**src/rtl/can_encoder.sv**
```systemverilog
// rtl/can_encoder.sv - CAN 2.0A/2.0B frame transmitter with CRC-15, bit stuffing and ACK check

module can_crc15 (
    input  logic [14:0] crc_in,
    input  logic        bit_in,
    output logic [14:0] crc_out
);
    logic nxt;

    assign nxt     = bit_in ^ crc_in[14];
    assign crc_out = {crc_in[13:0], 1'b0} ^ (nxt ? 15'h4599 : 15'h0000);
endmodule

module can_encoder #(
    parameter int EOF_BITS = 7,
    parameter int IFS_BITS = 3
) (
    input  logic        clk,
    input  logic        rst,
    input  logic        bit_tick,
    input  logic        sample_point,
    input  logic        rx_bit,
    input  logic        tx_start,
    input  logic        in_ide,
    input  logic        in_rtr,
    input  logic [10:0] in_id_a,
    input  logic [17:0] in_id_b,
    input  logic [3:0]  in_dlc,
    input  logic [63:0] in_data,
    output logic        tx_bit,
    output logic        busy,
    output logic        done,
    output logic        ack_error
);
    typedef enum logic [3:0] {
        IDLE, WAIT_SOF, SOF, ARB, CTRL, DATA, CRC, CRC_DEL, ACK_SLOT, ACK_DEL, EOF, IFS
    } state_t;

    state_t      state, state_n;
    logic [5:0]  cnt, cnt_n, cnt_dec;
    logic        bit_n, crc_en, done_n, stuff_now, has_data;
    logic [2:0]  run;
    logic [14:0] crc, crc_nxt;
    logic        ide_r, rtr_r, ack_seen;
    logic [10:0] id_a_r;
    logic [17:0] id_b_r;
    logic [3:0]  dlc_r, n_bytes;
    logic [63:0] data_r;
    logic [31:0] arb_vec;
    logic [5:0]  ctrl_vec, arb_first, ctrl_first;
    logic [6:0]  data_stop;

    // State names the field whose bit is currently on the wire; cnt indexes that bit.
    assign arb_vec    = ide_r ? {id_a_r, 1'b1, 1'b1, id_b_r, rtr_r} : {19'd0, id_a_r, rtr_r, 1'b0};
    assign arb_first  = ide_r ? 6'd31 : 6'd12;
    assign ctrl_vec   = {2'b00, dlc_r};
    assign ctrl_first = ide_r ? 6'd5 : 6'd4;
    assign n_bytes    = rtr_r ? 4'd0 : ((dlc_r > 4'd8) ? 4'd8 : dlc_r);
    assign has_data   = (n_bytes != 4'd0);
    assign data_stop  = 7'd64 - {n_bytes, 3'b000};
    assign cnt_dec    = cnt - 6'd1;
    assign stuff_now  = (state inside {SOF, ARB, CTRL, DATA, CRC}) && (run == 3'd5);
    assign busy       = (state != IDLE);

    can_crc15 u_crc (
        .crc_in  (crc),
        .bit_in  (bit_n),
        .crc_out (crc_nxt)
    );

    always_comb begin
        state_n = state;
        cnt_n   = cnt;
        bit_n   = tx_bit;
        crc_en  = 1'b0;
        done_n  = 1'b0;
        if (state == IDLE) begin
            if (tx_start)
                state_n = WAIT_SOF;
        end else if (bit_tick) begin
            if (stuff_now) begin
                bit_n = ~tx_bit;
            end else begin
                case (state)
                    WAIT_SOF: begin
                        state_n = SOF;
                        bit_n   = 1'b0;
                        crc_en  = 1'b1;
                    end
                    SOF: begin
                        state_n = ARB;
                        cnt_n   = arb_first;
                        bit_n   = arb_vec[arb_first[4:0]];
                        crc_en  = 1'b1;
                    end
                    ARB: begin
                        crc_en = 1'b1;
                        if (cnt != 6'd0) begin
                            cnt_n = cnt_dec;
                            bit_n = arb_vec[cnt_dec[4:0]];
                        end else begin
                            state_n = CTRL;
                            cnt_n   = ctrl_first;
                            bit_n   = ctrl_vec[ctrl_first[2:0]];
                        end
                    end
                    CTRL: begin
                        if (cnt != 6'd0) begin
                            cnt_n  = cnt_dec;
                            bit_n  = ctrl_vec[cnt_dec[2:0]];
                            crc_en = 1'b1;
                        end else if (has_data) begin
                            state_n = DATA;
                            cnt_n   = 6'd63;
                            bit_n   = data_r[63];
                            crc_en  = 1'b1;
                        end else begin
                            state_n = CRC;
                            cnt_n   = 6'd14;
                            bit_n   = crc[14];
                        end
                    end
                    DATA: begin
                        if ({1'b0, cnt} != data_stop) begin
                            cnt_n  = cnt_dec;
                            bit_n  = data_r[cnt_dec];
                            crc_en = 1'b1;
                        end else begin
                            state_n = CRC;
                            cnt_n   = 6'd14;
                            bit_n   = crc[14];
                        end
                    end
                    CRC: begin
                        if (cnt != 6'd0) begin
                            cnt_n = cnt_dec;
                            bit_n = crc[cnt_dec[3:0]];
                        end else begin
                            state_n = CRC_DEL;
                            bit_n   = 1'b1;
                        end
                    end
                    CRC_DEL: begin
                        state_n = ACK_SLOT;
                        bit_n   = 1'b1;
                    end
                    ACK_SLOT: begin
                        state_n = ACK_DEL;
                        bit_n   = 1'b1;
                    end
                    ACK_DEL: begin
                        state_n = EOF;
                        cnt_n   = 6'(EOF_BITS - 1);
                        bit_n   = 1'b1;
                    end
                    EOF: begin
                        bit_n = 1'b1;
                        if (cnt != 6'd0) begin
                            cnt_n = cnt_dec;
                        end else begin
                            state_n = IFS;
                            cnt_n   = 6'(IFS_BITS - 1);
                        end
                    end
                    IFS: begin
                        bit_n = 1'b1;
                        if (cnt != 6'd0) begin
                            cnt_n = cnt_dec;
                        end else begin
                            state_n = IDLE;
                            done_n  = 1'b1;
                        end
                    end
                    default: state_n = IDLE;
                endcase
            end
        end
    end

    always_ff @(posedge clk) begin
        if (!rst) begin
            state     <= IDLE;
            cnt       <= 6'd0;
            tx_bit    <= 1'b1;
            done      <= 1'b0;
            ack_error <= 1'b0;
            ack_seen  <= 1'b0;
            crc       <= 15'd0;
            run       <= 3'd0;
            ide_r     <= 1'b0;
            rtr_r     <= 1'b0;
            id_a_r    <= 11'd0;
            id_b_r    <= 18'd0;
            dlc_r     <= 4'd0;
            data_r    <= 64'd0;
        end else begin
            state  <= state_n;
            cnt    <= cnt_n;
            tx_bit <= bit_n;
            done   <= done_n;
            if (crc_en)
                crc <= crc_nxt;
            if (state == IDLE && tx_start) begin
                ide_r     <= in_ide;
                rtr_r     <= in_rtr;
                id_a_r    <= in_id_a;
                id_b_r    <= in_id_b;
                dlc_r     <= in_dlc;
                data_r    <= in_data;
                ack_error <= 1'b0;
                ack_seen  <= 1'b0;
                crc       <= 15'd0;
                run       <= 3'd0;
            end
            // Run length counts transmitted bits, stuff bits included.
            if (bit_tick && state != IDLE)
                run <= (bit_n == tx_bit) ? ((run == 3'd7) ? 3'd7 : run + 3'd1) : 3'd1;
            if (sample_point && state == ACK_SLOT)
                ack_seen <= ~rx_bit;
            if (done_n)
                ack_error <= ~ack_seen;
        end
    end
endmodule

```
**config.mk**
```make
export PLATFORM = sky130hd
export DESIGN_NAME = can_encoder
export DESIGN_NICKNAME = d
export VERILOG_FILES = /design/src/rtl/can_encoder.sv
export SDC_FILE = /design/constraint.sdc
export NUM_CORES = 1
export LEC_CHECK = 0
export BUFFER_PORTS_ARGS = -buffer_cell sky130_fd_sc_hd__clkbuf_2
export CAP_MARGIN = 10
export CORE_MARGIN = 3
export CORE_UTILIZATION = 57
export CTS_BUF_LIST = sky130_fd_sc_hd__clkbuf_8 sky130_fd_sc_hd__clkbuf_16
export CTS_CLUSTER_SIZE = 24
export DETAILED_ROUTE_END_ITERATION = 8
export PLACE_DENSITY = 0.8
export RECOVER_POWER = 25
export SYNTH_ARGS = -nofsm -noshare
export SYNTH_HDL_FRONTEND = slang
export SYNTH_SLANG_ARGS = --single-unit
```
**constraint.sdc**
```tcl
create_clock -name clk -period 5.5 [get_ports clk]
set_clock_uncertainty 0.15 [all_clocks]
set_input_delay 0.55 -clock clk [delete_from_list [all_inputs] [get_ports clk]]
set_output_delay 0.55 -clock clk [all_outputs]
set_load 0.02 [all_outputs]
```
==> impl_metrics.tcl <==
set metrics [dict create \
    cap_viol_max_count 1 \
    grt_overflow 0 \
    fp-row-count 39 \
    cts_buffers 17 \
    cp.arrival_ns 4.39 \
    r2r_slack_ns 1.30 \
    synth_area_leaders "dfxtp_1 (38%), nand2_1 (14%), a21oi_1 (9.1%), mux4_2 (8.2%), mux2i_1 (2.9%)" \
    p_leak_nw 3.05 \
    clockBufferDepth 2 \
    cts_resized 0 \
    vias 6318 \
    finalCritPeriodShare_pct 76.4 \
    drt_wl_total_mm 16.7 \
    synth_cell_type_count 65 \
    min_from "in_data[34]" \
    drive_gt1_share_pct 18.9 \
    violations "max-capacitance violations, max-slew violations" \
    worst-path-max-fanout 27 \
    dp_hpwl_mm 11.4 \
    io-pin-count 109 \
    finalHoldViolCount 0 \
    drcViolationCount 0 \
    cts-root-buf "clkbuf_16" \
    synth_most_common_cell "nand2_1" \
    path_cells "inv_1, ha_1, xor2_4, mux4_2, nand2b_1, a311oi_1, or4_1, o22a_2, a31o_2, and4b_1, or4_1, a21oi_1" \
    path_delay_family "simple AND/OR/NAND/NOR gates" \
    cts_tree "built" \
    rsz0062_at_grt "false" \
    start_util_pct 59.2 \
    path_class "register to register" \
    dieArea_um2 13400 \
    syn_nets 969 \
    slew_violations 101 \
    hold_path.class "primary input to register" \
    antenna_found_initial 0 \
    r2r-end "crc[14]" \
    clk_latency_ns 0.42 \
    holdPathEnd "data_r[34]" \
    synthArstFlopShare_pct 0 \
    netlist_top_cells_count "nand2_1 (251), dfxtp_1 (131), a21oi_1 (125)" \
    die_w_um 116 \
    path_clk_slew_ns 0.06 \
    crit_slowest_cell "xor2_4" \
    drt-wirelength-per-cell_um 15.5 \
    synth_top_area_share_pct 38.3 \
    vias_per_cell 5.83 \
    cts_hold_buffers 0 \
    powerDensity_nw_per_um2 305 \
    yosysWarnings 0 \
    io_buffers 108 \
    first_global_vias 5917 \
    r2r_cells 12 \
    drt-initial-drc-count 565 \
    n_antenna_cell 0 \
    hold_depth 3 \
    cp-end-kind "register" \
    grt_first_pass_wirelength_mm 28.3 \
    fmax_mhz 238 \
    nNetsFinal 1041 \
    place_area_um2 7390 \
    crit_path_start_kind "register" \
    tns_ns 0 \
    clock-sinks 131 \
    post_cts_buffers 0 \
    gr-usage-all-layers_pct 26.4 \
    worstMarginPinSlew_ns 1.57 \
    slowest_delay_ns 0.71 \
    coreArea_um2 11600 \
    fill_cells 965 \
    synthFlopType "dfxtp_1" \
    syn_avg_cell_area_um2 7.99 \
    r2r_start "cnt[0]" \
    period_needed_ns 4.20 \
    synth-seq-cells 131 \
    grt_max_degree 101 \
    critPathMostFrequentCell "or4_1" \
    ir_worst_vdd_mv 0.241 \
    status "finished with violations" \
    area_growth_pct 15.4 \
    stdcell_area_um2 7910 \
    globalplace.congestion 0.945 \
    die_y_um 116 \
    synthCells 857 \
    syn_area_um2 6850 \
    h-tree-depth 4 \
    cp_num_buf_inv 1 \
    cp.required_ns 5.69 \
    path_depth 12 \
    maxSlewHeadroom_pct -4.53 \
    dr.pass1.iters 7 \
    yosysSeqAreaShare_pct 38.3 \
    final-setup-viol-count 0 \
    antenna_left 0 \
    synth-edff-count 0 \
    synth.largest_area_cell "dfxtp_1" \
]
## stage by stage
step / hold slack [ns] / util [%] / worst slack (ns) / instances / power (mW)
3_3_place_gp: 0.292 / 63.9 / 1.41 / 1053 / 1.42
3_5_place_dp: 0.294 / 63.9 / 1.32 / 1053 / 1.43
4_1_cts: 0.187 / 68.5 / 1.29 / 1083 / 2.43
6_report: 0.194 / 68.4 / 1.30 / 1083 / 2.41
5_1_grt: 0.189 / 68.4 / 1.08 / 1083 / 2.53
2_1_floorplan: 0.283 / - / 1.65 / 857 / 1.32
## power by group
group,leakage [nW],internal [mW],switching [mW]
Sequential,1.07,1.02,0.0525
Clock,0.263,0.601,0.402
Combinational,1.71,0.137,0.204
Total,3.05,1.75,0.659
## cells in the final DEF, fill, tap and decap left out, types with 7 or more instances in the layout
cell and count:
nand2_1 251, dfxtp_1 131, a21oi_1 125, clkbuf_2 104, nor2_1 47, mux4_2 25, mux2i_1 20, nand3_1 17
clkbuf_16 17, o21ai_0 15, inv_1 12, o211ai_1 12, nor3_1 10, xnor2_1 8, and2_1 8, a31oi_1 7
ha_1 7
## routing by layer
layer,GRT usage [%],part of all wire [%]
met5,0,0
met4,8.51,1.6
met3,6.16,7.2
met2,40.1,46
met1,37.4,46
## kinds of logic (layout without fill, tap and decap cells)
| kind of cell | after synthesis | after routing | share of synthesized area, % |
|---|---|---|---|
| AND/OR/NAND/NOR | 376 | 376 | 23.8 |
| buffers and inverters | 73 | 156 | 4.20 |
| AO/OA/AOI/OAI | 208 | 208 | 18.3 |
| adder cells (fa/ha/maj) | 8 | 8 | 1.42 |
| multiplexers | 48 | 48 | 11.6 |
| XOR/XNOR | 13 | 13 | 2.32 |
| flip-flops | 131 | 131 | 38.3 |
## cell type report
class	instances	area (µm²)	share of cell area [%]
well taps	143	179	2.26
clock inverters	10	62.6	0.791
clock buffers	20	467	5.90
inverters	12	46.3	0.585
flip-flops and latches	131	2620	33.2
repair buffers	114	577	7.29
multi-input cells	653	3950	50.0
## flip-flops by register name, summed over array words and instances, names as in the netlist, 3 cells and up
signal / cells
run: 3
id_b_r: 18
state: 4
id_a_r: 11
crc: 15
data_r: 64
cnt: 6
dlc_r: 4
## how the worst max path moves through the flow
| stage | end | start |
|---|---|---|
| 4_1_cts | crc[14] | cnt[0] |
| 2_1_floorplan | crc[14] | cnt[0] |
| 6_report | crc[14] | cnt[0] |
| 5_1_grt | crc[14] | cnt[0] |
| 3_5_place_dp | crc[14] | cnt[0] |
| 3_3_place_gp | crc[14] | cnt[0] |
## worst min-delay path: stages
cell and delay (ns):
clkbuf_2 0.08, nand2_1 0.04, a21oi_1 0.05
(Power assumes the default switching activity.)
